## src/rtl/mem_arbiter_rr.sv

```systemverilog
`default_nettype none
// ============================================================================
// Module   : mem_arbiter_rr
// Purpose  : N-client arbiter that shares one line-wide downstream memory
//            (physical memory or L2) between several L1 caches. Supports
//            round-robin or fixed-priority winner selection. The downstream
//            request and the client response are both registered.
// Revision : 1.0 - initial release
// ----------------------------------------------------------------------------
// Parameters
//   NUM_PORTS  number of clients (2..8); port 0 = icache, port 1 = dcache
//   LINE_W     line width in bits
//   ADDR_W     address width in bits
//   RR_MODE    1 = round-robin, 0 = fixed priority (lowest index wins)
// Ports
//   clk            clock, all state on rising edge
//   rst_n          asynchronous active-low reset
//   cli_read_i     per-client read request (level, held until response)
//   cli_write_i    per-client write request (level, held until response)
//   cli_address_i  client i address at [i*ADDR_W +: ADDR_W]
//   cli_wdata_i    client i write line at [i*LINE_W +: LINE_W]
//   cli_resp_o     one-cycle completion pulse to the granted client
//   cli_rdata_o    read line, valid with cli_resp_o, shared by all clients
//   mem_read_o     downstream read request
//   mem_write_o    downstream write request
//   mem_address_o  downstream address
//   mem_wdata_o    downstream write line
//   mem_resp_i     downstream completion (one cycle)
//   mem_rdata_i    downstream read line, valid with mem_resp_i
//   busy_o         high whenever a transaction is outstanding
//   grant_id_o     index of the client currently or last served
// ============================================================================
module mem_arbiter_rr #(
  parameter int NUM_PORTS = 2,
  parameter int LINE_W    = 256,
  parameter int ADDR_W    = 32,
  parameter bit RR_MODE   = 1'b1,
  localparam int ID_W     = (NUM_PORTS > 1) ? $clog2(NUM_PORTS) : 1
) (
  input  logic                        clk,
  input  logic                        rst_n,
  input  logic [NUM_PORTS-1:0]        cli_read_i,
  input  logic [NUM_PORTS-1:0]        cli_write_i,
  input  logic [NUM_PORTS*ADDR_W-1:0] cli_address_i,
  input  logic [NUM_PORTS*LINE_W-1:0] cli_wdata_i,
  output logic [NUM_PORTS-1:0]        cli_resp_o,
  output logic [LINE_W-1:0]           cli_rdata_o,
  output logic                        mem_read_o,
  output logic                        mem_write_o,
  output logic [ADDR_W-1:0]           mem_address_o,
  output logic [LINE_W-1:0]           mem_wdata_o,
  input  logic                        mem_resp_i,
  input  logic [LINE_W-1:0]           mem_rdata_i,
  output logic                        busy_o,
  output logic [ID_W-1:0]             grant_id_o
);

  typedef enum logic [1:0] {
    ST_IDLE  = 2'd0,
    ST_ISSUE = 2'd1,
    ST_DONE  = 2'd2
  } state_e;

  localparam logic [NUM_PORTS-1:0] ONE_HOT_LSB = NUM_PORTS'(1);
  localparam logic [ID_W-1:0]      LAST_ID     = ID_W'(NUM_PORTS - 1);

  // --------------------------------------------------------------------------
  // Registered state and outputs
  // --------------------------------------------------------------------------
  state_e                 state_q;
  logic [ID_W-1:0]        rr_ptr_q;
  logic [ID_W-1:0]        grant_id_q;
  logic                   op_write_q;
  logic [ADDR_W-1:0]      addr_q;
  logic [LINE_W-1:0]      wdata_q;
  logic [LINE_W-1:0]      rdata_q;
  logic                   mem_read_q;
  logic                   mem_write_q;
  logic [NUM_PORTS-1:0]   cli_resp_q;
  logic                   busy_q;

  // --------------------------------------------------------------------------
  // Arbitration (combinational, only consumed in IDLE)
  // --------------------------------------------------------------------------
  logic [NUM_PORTS-1:0]   req;
  logic                   any_req;
  logic                   found;
  int                     scan_idx;
  logic [ID_W-1:0]        winner_d;
  logic [ID_W-1:0]        rr_ptr_d;
  logic                   win_write;
  logic [ADDR_W-1:0]      win_addr;
  logic [LINE_W-1:0]      win_wdata;

  assign req     = cli_read_i | cli_write_i;
  assign any_req = |req;

  // Scan NUM_PORTS slots starting at rr_ptr (round-robin) or at 0 (fixed
  // priority); the first requesting slot wins. The wrap is a single
  // subtraction because the start offset is always below NUM_PORTS.
  always_comb begin
    winner_d = '0;
    found    = 1'b0;
    scan_idx = 0;
    for (int k = 0; k < NUM_PORTS; k++) begin
      if (RR_MODE) begin
        scan_idx = int'(rr_ptr_q) + k;
      end else begin
        scan_idx = k;
      end
      if (scan_idx >= NUM_PORTS) begin
        scan_idx = scan_idx - NUM_PORTS;
      end
      if (!found && req[ID_W'(scan_idx)]) begin
        found    = 1'b1;
        winner_d = ID_W'(scan_idx);
      end
    end
  end

  // Pointer moves to the slot after the winner so the winner becomes the
  // lowest priority for the next decision.
  assign rr_ptr_d  = (winner_d == LAST_ID) ? '0 : winner_d + 1'b1;

  // A client asserting both read and write is treated as a write.
  assign win_write = cli_write_i[winner_d];
  assign win_addr  = cli_address_i[int'(winner_d)*ADDR_W +: ADDR_W];
  assign win_wdata = cli_wdata_i[int'(winner_d)*LINE_W +: LINE_W];

  // --------------------------------------------------------------------------
  // Control FSM with registered outputs
  // --------------------------------------------------------------------------
  always_ff @(posedge clk or negedge rst_n) begin
    if (!rst_n) begin
      state_q     <= ST_IDLE;
      rr_ptr_q    <= '0;
      grant_id_q  <= '0;
      op_write_q  <= 1'b0;
      addr_q      <= '0;
      wdata_q     <= '0;
      rdata_q     <= '0;
      mem_read_q  <= 1'b0;
      mem_write_q <= 1'b0;
      cli_resp_q  <= '0;
      busy_q      <= 1'b0;
    end else begin
      // Response is a single-cycle pulse; it is only set on ISSUE->DONE.
      cli_resp_q <= '0;
      case (state_q)
        ST_IDLE: begin
          if (any_req) begin
            grant_id_q  <= winner_d;
            if (RR_MODE) begin
              rr_ptr_q <= rr_ptr_d;
            end
            op_write_q  <= win_write;
            addr_q      <= win_addr;
            wdata_q     <= win_wdata;
            mem_read_q  <= ~win_write;
            mem_write_q <= win_write;
            busy_q      <= 1'b1;
            state_q     <= ST_ISSUE;
          end
        end
        ST_ISSUE: begin
          // Client inputs are not looked at here; the latched request
          // runs to completion regardless of what the client does.
          if (mem_resp_i) begin
            if (!op_write_q) begin
              rdata_q <= mem_rdata_i;
            end
            mem_read_q  <= 1'b0;
            mem_write_q <= 1'b0;
            cli_resp_q  <= ONE_HOT_LSB << grant_id_q;
            state_q     <= ST_DONE;
          end
        end
        ST_DONE: begin
          // Requests are ignored here; the next decision is taken in IDLE.
          busy_q  <= 1'b0;
          state_q <= ST_IDLE;
        end
        default: begin
          busy_q      <= 1'b0;
          mem_read_q  <= 1'b0;
          mem_write_q <= 1'b0;
          state_q     <= ST_IDLE;
        end
      endcase
    end
  end

  // --------------------------------------------------------------------------
  // Output assignments
  // --------------------------------------------------------------------------
  assign cli_resp_o    = cli_resp_q;
  assign cli_rdata_o   = rdata_q;
  assign mem_read_o    = mem_read_q;
  assign mem_write_o   = mem_write_q;
  assign mem_address_o = addr_q;
  assign mem_wdata_o   = wdata_q;
  assign busy_o        = busy_q;
  assign grant_id_o    = grant_id_q;

endmodule

`default_nettype wire

```

## config.mk

```make
export PLATFORM = sky130hd
export DESIGN_NAME = mem_arbiter_rr
export DESIGN_NICKNAME = d
export VERILOG_FILES = /design/src/rtl/mem_arbiter_rr.sv
export SDC_FILE = /design/constraint.sdc
export NUM_CORES = 1
export LEC_CHECK = 0
export CAP_MARGIN = 20
export CORE_AREA = 4 4 545 547
export DETAILED_ROUTE_END_ITERATION = 10
export DIE_AREA = 0 0 549 551
export HOLD_SLACK_MARGIN = 0.08
export SYNTH_ARGS = -nofsm -noshare
export SYNTH_HDL_FRONTEND = slang
export SYNTH_SLANG_ARGS = --single-unit
```

## constraint.sdc

```tcl
create_clock -name clk -period 4.1 [get_ports clk]
set_input_delay 0.41 -clock clk [delete_from_list [all_inputs] [get_ports clk]]
set_output_delay 0.41 -clock clk [all_outputs]
set_load 0.02 [all_outputs]
```

* Word level (Yosys, flattened, before mapping)
Cells that the tools add are included.
W data, S select, Z words.
** Storage, ports and cells
- Register bits after elaboration :: 554
- Latch bits :: 0
- Bits in writable memories :: 0
- ROM bits :: 0
- Input bits :: 839
- Output and inout port bits :: 550
- Logic and storage cells :: 65
- Memories :: 0
** Operators by class
- Add/sub/neg operators :: 4
- Multipliers :: 0
- Div/mod/pow operators :: 0
- $lt $le $gt $ge :: 5
- Eq/ne operators :: 4
- Shift operators :: 3
- Mux-type cells :: 24
- Bitwise gates (word level) :: 5
- Reduce and logical (&&, ||, !) cells :: 9
** Operator list (count)
- $shiftx A512 B10 Y256 :: 1
- $shiftx A64 B7 Y32 :: 1
- $mux W1 :: 16
- $mux W2 :: 4
- $lt A1 B3 Y1 const B :: 2
- $pmux W1 S3 :: 2
- $reduce_and A2 Y1 :: 3
- $reduce_and A3 Y1 :: 2
- $ne A2 B2 Y1 const B :: 2
- $not A1 Y1 :: 4
- $pmux W2 S2 :: 1
- $add A1 B1 Y2 const B :: 1
- $eq A2 B1 Y1 const B :: 1
- $eq A2 B2 Y1 const B :: 1
- $ge A1 B2 Y1 const B :: 1
- $ge A2 B2 Y1 const B :: 1
- $logic_not A2 Y1 :: 1
- $lt A1 B2 Y1 const B :: 1
- $or A2 B2 Y2 :: 1
- $pmux W1 S2 :: 1
- $reduce_or A2 Y1 :: 1
- $shl A1 B1 Y2 const A :: 1
- $sub A1 B1 Y1 const B :: 2
- $add A1 B1 Y1 const B :: 1
- other kinds (2) :: 2

* Longest topological paths before layout
Gate-level depths: netlist of the first run.
- Word-level depth :: 14
- Depth in mapped cells :: 6
- Mapped depth without buffers :: 3

* Worst setup path after synthesis of the first run
No wires, ideal clock.
- Path kind :: input to register
- From :: input cli_write_i[0]
- To :: register wdata_q[183], in the netlist mem_wdata_o[183]
- Library setup time :: 0.126 ns
- Data arrival time :: 1.768 ns
- Data required time :: 3.974 ns
- Path slack :: 2.206 ns
- Stages :: 6
- Cell sequence :: or4_4 -> buf_6 -> buf_6 -> buf_6 -> and4_1 -> a221o_1
** Between the ends
- Cells in the longest elaborated chain, start to end :: 8
- Elaborated cells between the ends (all ways) :: 13
- Classes of those cells :: shift: 1; mux: 7; bitwise: 1; reduce/logical: 4
** Ends and longest elaborated chain
- from (decl) :: RTL line 43 : input logic [NUM_PORTS-1:0] cli_write_i,
- $or A2 B2 Y2 * :: RTL line 95 : assign req = cli_read_i | cli_write_i;
- $mux W1 (implied by the code) (2 in a row) :: RTL line 114 : if (!found && req[ID_W'(scan_idx)]) begin
- $mux W1 :: RTL line 114
- $logic_not A1 Y1 :: RTL line 114
- $logic_and A1 B1 Y1 :: RTL line 114
- $mux W1 :: RTL line 114
- $shiftx A512 B10 Y256 :: RTL line 128 : assign win_wdata = cli_wdata_i[int'(winner_d)*LINE_W +: LINE_W];
- to (signal assigned) :: RTL line 158 : wdata_q <= win_wdata;
- to (decl) :: RTL line 75 : logic [LINE_W-1:0] wdata_q;
Mark *: on every way between the ends. The rest lies on a longest branch, timed or not. The select of a mux whose other input is x is not followed.
A chain may end at the register's enable or synchronous reset.

* Worst setup path in the final report of the first run
- From :: input cli_read_i[0]
- To :: register wdata_q[211], in the netlist mem_wdata_o[211]
** Between the ends
- Cells in the longest elaborated chain, start to end :: 8
- Elaborated cells between the ends (all ways) :: 13
- Classes of those cells :: shift: 1; mux: 7; bitwise: 1; reduce/logical: 4
** Ends and longest elaborated chain
- from (decl) :: RTL line 42 : input logic [NUM_PORTS-1:0] cli_read_i,
- $or A2 B2 Y2 * :: RTL line 95
- $mux W1 (implied by the code) (2 in a row) :: RTL line 114
- $mux W1 :: RTL line 114
- $logic_not A1 Y1 :: RTL line 114
- $logic_and A1 B1 Y1 :: RTL line 114
- $mux W1 :: RTL line 114
- $shiftx A512 B10 Y256 :: RTL line 128
Marked as above.

==> results of run 1 <==
[logic make-up (layout without fill, tap and decap cells)]
family                 count (synthesis)  in the layout  share of synthesized area [%]
buffers and inverters                190           1563                           4.13
other                                  0             35                              0
AOI/OAI and AO/OA                    300            300                           12.7
DFF                                  554            554                           59.6
muxes                                258            258                           12.5
and+or+nand+nor                      300            300                           11.1
[cells in the final DEF (no fill, tap or decap), drive strengths merged, types with 2 or more instances in the layout]
cell	instances
inv	10
diode	35
buf	50
nor2	5
clkbuf	96
bufinv	6
dfrtp	554
a221o	287
clkinvlp	2
clkdlybuf4s50	1387
and4	287
a21oi	4
and2	2
clkinv	11
mux2	258
o21ai	5
[final timing paths]
check                                 start               end  slack (ns)  depth (start not counted)
setup / recovery              cli_read_i[0]  mem_wdata_o[211]        1.43                          5
hold / removal                        rst_n  cli_rdata_o[179]        0.22                          2
setup reg to reg                 state_q[1]  cli_rdata_o[148]        1.71                          5
hold reg to reg            cli_rdata_o[226]  cli_rdata_o[226]        0.50                          1
max in group asynchronous             rst_n   mem_wdata_o[75]        2.62                          3
min in group clk           mem_rdata_i[238]  cli_rdata_o[238]        0.23                          2
[metal layers]
metal / global-route usage [%] / up-vias / wire [um]
met5: 0 / - / 511
met3: 9.38 / 392 / 33600
li1: - / 9208 / -
met1: 12.9 / 10800 / 69400
met2: 19.8 / 1496 / 89500
met4: 4.27 / 76 / 7990
[metrics by stage]
step / area, um^2 / instances / hold slack [ns]
after floorplan: 23300 / 1602 / 0.114
after global placement: 41800 / 6771 / 0.473
after detailed placement: 41800 / 6771 / 0.478
after CTS: 44100 / 6894 / 0.114
after global routing: 44200 / 6907 / 0.169
final: 44200 / 6929 / 0.225
[cells in the mapped netlist]
| cell | instances |
|---|---|
| nor2_1 | 5 |
| nand3b_1 | 1 |
| a221o_1 | 287 |
| buf_6 | 23 |
| o21ai_0 | 4 |
| a21oi_1 | 4 |
| mux2_2 | 258 |
| nor4_1 | 1 |
| o2bb2ai_1 | 1 |
| o211ai_1 | 1 |
| o21ai_2 | 1 |
| and2_1 | 2 |
| buf_2 | 61 |
| buf_1 | 1 |
| or2_2 | 1 |
| nand2_1 | 1 |
| inv_1 | 3 |
| a21o_1 | 1 |
| or4_4 | 1 |
| clkbuf_1 | 102 |
| a211oi_1 | 1 |
| dfrtp_1 | 554 |
| and4_4 | 2 |
| and4_1 | 285 |
| nand2b_1 | 1 |
[sequential cells by signal, indices dropped and copies added, names as in the netlist]
signal and flops:
mem_write_o 1, busy_o 1, rr_ptr_q 1, mem_wdata_o 256, state_q 2, mem_address_o 32, op_write_q 1, cli_resp_o 2
grant_id_o 1, cli_rdata_o 256, mem_read_o 1
[repair_timing]
action	4_1_cts	5_1_grt
hold buffers	1	0
resized for setup	0	0
hold endpoints to repair	64	0
setup endpoints to repair	0	0
[area by class of cell]
class	instances	area share, %
Tap cell	3919	11.1
Multi-Input combinational cell	858	19.2
Antenna cell	35	0.198
Timing Repair Buffer	1438	32.8
Sequential cell	554	31.3
Inverter	3	0.0255
Clock buffer	96	4.58
Clock inverter	26	0.753
[worst reg2reg max path, delay by kind of cell (launching register included)]
family                 cells  cell delay [ns]
AND/OR/NAND/NOR            2             0.46
buffers and inverters      2             0.67
multiplexers               1             0.67
flip-flops                 1             0.46
[where the power goes]
group          internal [uW]  switching, uW
logic                   8580          11700
clock network           3860           2740
registers               8270           1770
total                  20700          16200
==> flow_metrics.env, run 1 <==
export IMPL_ctsHtreeMaxLevel=3
export IMPL_grt_pass1_vias=22600
export IMPL_critPathLaunchType="primary input"
export IMPL_grt_max_degree=179
export IMPL_finalMaxSlewViolations=0
export IMPL_max_freq_mhz=374
export IMPL_worst_path_buf_inv=2
export IMPL_globalplace_congestion=0.915
export IMPL_cts_tree="yes"
export IMPL_fin_ws_ns=1.43
export IMPL_crit_fanout=106
export IMPL_io_buffers=1388
export IMPL_cts_made_buffers=74
export IMPL_finalHoldViolations=0
export IMPL_routed_wirelength_mm=201
export IMPL_cts_max_path_buffers=4
export IMPL_crit_arrival_ns=3.28
export IMPL_dp_hpwl_mm=172
export IMPL_fin_nets=3768
export IMPL_first_pass_iters=5
export IMPL_synth_top_cell_by_area="dfrtp_1"
export IMPL_die_y_um=551
export IMPL_dieArea_mm2=0.302
export IMPL_synth_distinct_cells=25
export IMPL_rsz0062_at_grt="no"
export IMPL_final_core_util_pct=15.1
export IMPL_yosysWarningCount=0
export IMPL_clk_pin_slew_ns=0.05
export IMPL_setup_violations_final=0
export IMPL_vias=22000
export IMPL_die_w_um=549
export IMPL_finalCritPeriodShare_pct=65.1
export IMPL_start_util_pct=7.96
export IMPL_coreArea_mm2=0.293
export IMPL_crit_family="simple AND/OR/NAND/NOR gates"
export IMPL_synth_seq_cells=554
export IMPL_post_cts_setup_buffers=0
export IMPL_insertion_delay_ns=0.79
export IMPL_wl_per_cell_um=29.0
export IMPL_powerDensity_mw_per_mm2=834
export IMPL_antenna_found_initial=146
export IMPL_drc=0
export IMPL_final_layout_size_suffix_gt1_share_pct=14.3
export IMPL_tns_ns=0
export IMPL_synth_top_area_share_pct=59.6
export IMPL_viasPerCell=3.18
export IMPL_cts_root_buf="clkbuf_16"
export IMPL_antenna_left=0
export IMPL_overflow=0
export IMPL_multiInputGateArea_mm2=0.00849
export IMPL_rows=199
export IMPL_grt_pass1_wl_mm=250
export IMPL_hold_path_class="in2async"
export IMPL_grt_use_total_pct=12.6
export IMPL_avgSynthCellArea_um2=14.5
export IMPL_p_total_uw=36900
export IMPL_crit_type="in2reg"
export IMPL_slew_headroom_pct=18.8
export IMPL_synth_nets=2441
export IMPL_n_fill_cell=32500
export IMPL_ios=1389
export IMPL_final_seq_area_mm2=0.0139
export IMPL_tightest_slew_ns=1.22
export IMPL_crit_slowest_cell="or4_4"
export IMPL_maxCapViolCount=0
export IMPL_end_kind="register"
export IMPL_ir_drop_v=0.000504
export IMPL_pre_cts_slack_ns=0.829
export IMPL_synth_area_leaders="dfrtp_1 (60%), mux2_2 (12%), a221o_1 (12%)"
export IMPL_skew_ns=0.0674
export IMPL_syn_to_final_growth_pct=90.0
export IMPL_leakagePower_uw=0.0165
export IMPL_cp_required_ns=4.71
export IMPL_cts_sinks=554
export IMPL_drt_initial_drc_count=1463
export IMPL_outcome="complete, no violations"
export IMPL_cp_slowest_stage_delay_ns=0.88
export IMPL_synthCells=1602
export IMPL_synth_area_mm2=0.0233
export IMPL_seq_area_frac_synth_pct=59.6
export IMPL_path_cells="clkdlybuf4s50_1, or4_4, buf_4, and4_1, a221o_1"
export IMPL_final_min_clock_period_ns=2.67
No activity file was read; power rests on OpenSTA's default activity.
==> run 2: changes to the inputs <==
--- a/config.mk
+++ b/config.mk
@@ -6,9 +6,9 @@
 export NUM_CORES = 1
 export LEC_CHECK = 0
 export CAP_MARGIN = 20
-export CORE_AREA = 4 4 545 547
+export CORE_AREA = 4 4 537 539
 export DETAILED_ROUTE_END_ITERATION = 10
-export DIE_AREA = 0 0 549 551
+export DIE_AREA = 0 0 541 543
 export HOLD_SLACK_MARGIN = 0.08
 export SYNTH_ARGS = -nofsm -noshare
 export SYNTH_HDL_FRONTEND = slang
==> constraint.sdc (replaced) <==
create_clock -name clk -period 2.3 [get_ports clk]
set_input_delay 0.23 -clock clk [delete_from_list [all_inputs] [get_ports clk]]
set_output_delay 0.23 -clock clk [all_outputs]
set_load 0.02 [all_outputs]
==> run 2 against run 1 <==
Effect of this change: register-to-register slack got worse by 1.5 ns; sequential cell count did not move; core utilization is 2.4 points higher; largest power group unchanged.
==> flow_metrics.env, run 2 (synthesized netlist as in run 1, its figures left out) <==
export IMPL_outcome="complete, no violations"
export IMPL_setup_violations_final=0
export IMPL_tns_ns=0
export IMPL_critPathLaunchType="register"
export IMPL_grt_pass1_wl_mm=261
export IMPL_maxCapViolCount=0
export IMPL_cts_max_path_buffers=4
export IMPL_worst_path_buf_inv=1
export IMPL_ios=1389
export IMPL_grt_max_degree=131
export IMPL_die_w_um=541
export IMPL_skew_ns=0.0702
export IMPL_cts_made_buffers=76
export IMPL_ctsHtreeMaxLevel=3
export IMPL_dp_hpwl_mm=176
export IMPL_antenna_left=0
export IMPL_cts_root_buf="clkbuf_16"
export IMPL_cp_required_ns=2.07
export IMPL_dpl_cell_count=6704
export IMPL_final_min_clock_period_ns=2.26
export IMPL_n_fill_cell=30800
export IMPL_dieArea_mm2=0.294
export IMPL_io_buffers=1388
export IMPL_drc=0
export IMPL_viasPerCell=3.32
export IMPL_fin_ws_ns=0.0370
export IMPL_ir_drop_v=0.000998
export IMPL_finalMaxSlewViolations=0
export IMPL_grt_use_total_pct=13.4
export IMPL_crit_arrival_ns=2.03
export IMPL_vias=24500
export IMPL_final_common_cell="clkdlybuf4s50_1"
export IMPL_wl_per_cell_um=28.0
export IMPL_pre_cts_slack_ns=-0.476
export IMPL_syn_to_final_growth_pct=114
export IMPL_clk_pin_slew_ns=0.06
export IMPL_start_util_pct=8.20
export IMPL_overflow=0
export IMPL_instances_no_fill=7382
export IMPL_crit_type="reg2out"
export IMPL_die_y_um=543
export IMPL_hold_path_class="in2async"
export IMPL_crit_family="buffers and inverters"
export IMPL_cts_tree="yes"
export IMPL_cp_slowest_stage_delay_ns=0.91
export IMPL_first_pass_iters=5
export IMPL_crit_fanout=2
export IMPL_end_kind="output port"
export IMPL_grt_pass1_vias=25600
export IMPL_tightest_slew_ns=0.744
export IMPL_slew_headroom_pct=50.6
export IMPL_powerDensity_mw_per_mm2=1360
export IMPL_rows=196
export IMPL_drt_initial_drc_count=1452
export IMPL_insertion_delay_ns=0.80
export IMPL_finalCritPeriodShare_pct=98.4
export IMPL_crit_slowest_cell="clkdlybuf4s50_1"
export IMPL_fin_nets=4357
export IMPL_layout_common_cells="clkdlybuf4s50_1 (1243), dfrtp_1 (554), dlygate4sd3_1 (494)"
export IMPL_max_freq_mhz=442
export IMPL_leakagePower_uw=0.0195
export IMPL_final_layout_size_suffix_gt1_share_pct=16.5
export IMPL_globalplace_congestion=0.925
export IMPL_finalHoldViolations=0
export IMPL_path_cells="clkdlybuf4s50_1"
export IMPL_whs_ns=0.136
export IMPL_antenna_found_initial=135
export IMPL_routed_wirelength_mm=207
export IMPL_coreArea_mm2=0.284
export IMPL_cts_sinks=554
==> run 2: changes by cell type in the layout (fill, tap and decap cells not counted), sizes merged <==
cell,previous run,this run
buf,50,209
bufinv,6,5
clkbuf,96,102
clkdlybuf4s50,1387,1243
clkinv,11,12
clkinvlp,2,3
diode,35,52
dlygate4sd2,0,73
dlygate4sd3,1,494
dlymetal6s2s,0,6
inv,10,9
==> run 2: final cells by class <==
| class | instances | area [um^2] | area share [%] |
|---|---|---|---|
| antenna | 52 | 130 | 0.261 |
| clock buffer | 102 | 2120 | 4.25 |
| clock inverter | 26 | 335 | 0.673 |
| inverter | 3 | 11.3 | 0.0226 |
| multi-input combinational | 858 | 8490 | 17.0 |
| sequential | 554 | 13900 | 27.8 |
| tap | 3762 | 4710 | 9.44 |
| timing repair buffer | 2025 | 20200 | 40.5 |
==> run 2: repair_timing <==
item                       CTS  global route
hold buffers               495             0
pin swaps                    1             0
setup buffers                3             0
setup endpoints to repair  199             6
hold endpoints to repair   903             0
resized for setup           74             6
==> run 2: worst paths after layout <==
kind                             startpoint  cells after the start               end  slack, ns
max                        mem_address_o[5]                      1  mem_address_o[5]       0.04
min                                   rst_n                      3  mem_wdata_o[207]       0.14
min reg2reg                cli_rdata_o[135]                      1  cli_rdata_o[135]       0.50
max in group asynchronous             rst_n                      4   mem_wdata_o[42]       1.45
max reg2reg                      state_q[1]                      6  cli_rdata_o[184]       0.20
min in group clk            mem_rdata_i[13]                      2   cli_rdata_o[13]       0.14
==> run 2: stage by stage <==
step / utilization (%) / total power (uW) / cell area (um^2)
6_report: 17.6 / 67500 / 49800
5_1_grt: 17.5 / 70900 / 49800
4_1_cts: 17.5 / 68800 / 49700
3_5_place_dp: 14.9 / 55900 / 42300
3_3_place_gp: 14.9 / 55500 / 42300
2_1_floorplan: - / 32800 / 23300
==> run 2: layer usage <==
layer	GRT usage [%]	wire length, um	vias up
li1	-	-	10400
met1	14.9	77900	12100
met2	20.8	90600	1542
met3	7.00	25700	411
met4	6.88	12200	64
met5	0	414	-
==> run 2: power breakdown <==
part           internal, uW  total (uW)  switching [uW]
logic                 16100       37600           21500
clock network          7050       12000            4910
registers             14700       18000            3270
==> run 3: changes to the inputs <==
--- a/config.mk
+++ b/config.mk
@@ -6,9 +6,9 @@
 export NUM_CORES = 1
 export LEC_CHECK = 0
 export CAP_MARGIN = 20
-export CORE_AREA = 4 4 537 539
+export CORE_AREA = 2 2 535 537
 export DETAILED_ROUTE_END_ITERATION = 10
-export DIE_AREA = 0 0 541 543
+export DIE_AREA = 0 0 537 539
 export HOLD_SLACK_MARGIN = 0.08
 export SYNTH_ARGS = -nofsm -noshare
 export SYNTH_HDL_FRONTEND = slang
==> run 3 against run 2 <==
Effect of this change: largest cell class unchanged; worst setup slack about the same; count of clock-buffer cells in the layout down 9; power down 1.2%; register-to-register slack worse by 0.05 ns; final cell count down 0.20%; maximum frequency about the same; non-clock buffer count down 14; sequential share of layout area up 0.091 points.
==> flow_metrics.env, run 3 (synthesized netlist as in run 1, its figures left out) <==
export IMPL_r2r_cells=4
export IMPL_cp_slowest_stage_delay_ns=0.69
export IMPL_p_total_uw=66700
export IMPL_grt_use_met1_pct=14.5
export IMPL_finalMaxSlewViolations=0
export IMPL_clk_pin_slew_ns=0.07
export IMPL_coreArea_mm2=0.284
export IMPL_cts_made_buffers=75
export IMPL_layout_common_cells="clkdlybuf4s50_1 (1248), dfrtp_1 (554), dlygate4sd3_1 (497)"
export IMPL_busiest_layer="met2"
export IMPL_fin_nets=4342
export IMPL_grt_pass1_vias=25500
export IMPL_syn_to_final_growth_pct=113
export IMPL_final_min_clock_period_ns=2.26
export IMPL_drt_initial_drc_count=1420
export IMPL_dieArea_mm2=0.289
export IMPL_first_pass_iters=5
export IMPL_max_freq_mhz=442
export IMPL_cts_tree="yes"
export IMPL_vias=24200
export IMPL_io_buffers=1388
export IMPL_overflow=0
export IMPL_antenna_left=0
export IMPL_crit_type="reg2out"
export IMPL_post_cts_setup_buffers=0
export IMPL_final_common_cell="clkdlybuf4s50_1"
export IMPL_pre_cts_slack_ns=-0.214
export IMPL_cts_sinks=554
export IMPL_grt_use_total_pct=13.3
export IMPL_leakagePower_uw=0.0194
export IMPL_dp_hpwl_mm=170
export IMPL_wl_per_cell_um=27.3
export IMPL_crit_fanout=3
export IMPL_insertion_delay_ns=0.76
export IMPL_cp_required_ns=2.07
export IMPL_routed_wirelength_mm=201
export IMPL_rows=196
export IMPL_start_util_pct=8.20
export IMPL_crit_slowest_cell="clkdlybuf4s50_1"
export IMPL_critPathLaunchType="register"
export IMPL_outcome="complete, no violations"
export IMPL_ctsHtreeMaxLevel=3
export IMPL_final_layout_size_suffix_gt1_share_pct=15.6
export IMPL_maxCapViolCount=0
export IMPL_crit_family="buffers and inverters"
export IMPL_tightest_slew_ns=0.941
export IMPL_cts_root_buf="clkbuf_16"
export IMPL_drc=0
export IMPL_end_kind="output port"
export IMPL_met3_usage_pct=6.94
export IMPL_fin_ws_ns=0.0374
export IMPL_path_cells="clkdlybuf4s50_1"
export IMPL_slew_headroom_pct=37.1
export IMPL_die_y_um=539
export IMPL_setup_violations_final=0
export IMPL_rr_startpoint="state_q[1]"
export IMPL_n_fill_cell=31000
export IMPL_grt_pass1_wl_mm=254
export IMPL_worst_path_buf_inv=1
export IMPL_skew_ns=0.0557
export IMPL_grt_max_degree=90
export IMPL_globalplace_congestion=0.983
export IMPL_antenna_found_initial=123
export IMPL_ios=1389
export IMPL_ir_drop_v=0.000717
export IMPL_powerDensity_mw_per_mm2=1340
export IMPL_finalCritPeriodShare_pct=98.4
export IMPL_die_w_um=537
export IMPL_crit_arrival_ns=2.03
export IMPL_hold_path_class="in2async"
export IMPL_cts_max_path_buffers=4
export IMPL_finalHoldViolations=0
export IMPL_r2r_end="mem_wdata_o[200]"
export IMPL_rsz0062_at_grt="no"
export IMPL_reg2reg_slack_ns=0.15
export IMPL_viasPerCell=3.29
export IMPL_grt_use_met2_pct=21.1
[run 3: cell types whose count changed in the layout (fill, tap and decap cells not counted), sizes merged, moves of 2 or more]
cell           change
dlygate4sd3        +3
buf               -37
clkbuf             -9
clkinv             +5
clkdlybuf4s50      +5
dlygate4sd2       +14
clkinvlp           +3
inv                +2
bufinv             -3
[run 3: worst max path at each step]
stage	startpoint	depth (start not counted)	slack, ns	end
after detailed placement	cli_read_i[0]	7	-0.21	mem_wdata_o[118]
after floorplan	state_q[1]	5	0.52	cli_rdata_o[215]
final	cli_rdata_o[11]	1	0.04	cli_rdata_o[11]
after global routing	mem_wdata_o[139]	1	0.01	mem_wdata_o[139]
after CTS	cli_rdata_o[68]	1	0.0008	cli_rdata_o[68]
after global placement	cli_read_i[0]	7	-0.19	mem_wdata_o[81]
[run 3: metrics by stage]
step	area (um^2)	utilization [%]	hold slack, ns	std cells	TNS, ns
floorplan	23300	-	-0.0656	1602	0
global placement	42300	14.9	0.165	6691	-29.87
detailed placement	42300	14.9	0.168	6691	-33.70
CTS	49500	17.4	0.0801	7314	0
global route	49600	17.5	0.0957	7348	0
finish	49700	17.5	0.135	7367	0
[run 3: power breakdown]
part           total, uW  switching [uW]  internal [uW]
sequential         18100            3310          14700
clock              11500            5000           6520
combinational      37100           21100          16000
total              66700           29400          37300
[run 3: layout make-up]
type / instances / area [um^2] / share of cell area [%]
multi-input combinational: 858 / 8490 / 17.1
timing repair buffer: 2011 / 20200 / 40.6
tap: 3762 / 4710 / 9.47
sequential: 554 / 13900 / 27.9
antenna: 53 / 133 / 0.267
clock buffer: 93 / 2020 / 4.07
clock inverter: 33 / 307 / 0.617
inverter: 3 / 11.3 / 0.0227
[run 3: layer usage]
layer / part of all wire [%] / up-vias
li1: - / 10400
met1: 38 / 12000
met2: 45 / 1449
met3: 12 / 362
met4: 5.0 / 62
met5: 0.21 / -
[run 3: worst reg2reg max path: cells and delay by family (launching register included)]
kind	cells	cell delay, ns
simple gates	2	0.64
buf+inv	1	0.60
flops	1	0.51
compound gates	1	0.34
[run 3: repair_timing]
item                                    in CTS  in global routing
gates resized for setup                     87                  7
endpoints found under the setup margin      87                  7
hold buffers                               497                  0
hold endpoints to repair                  1047                  0
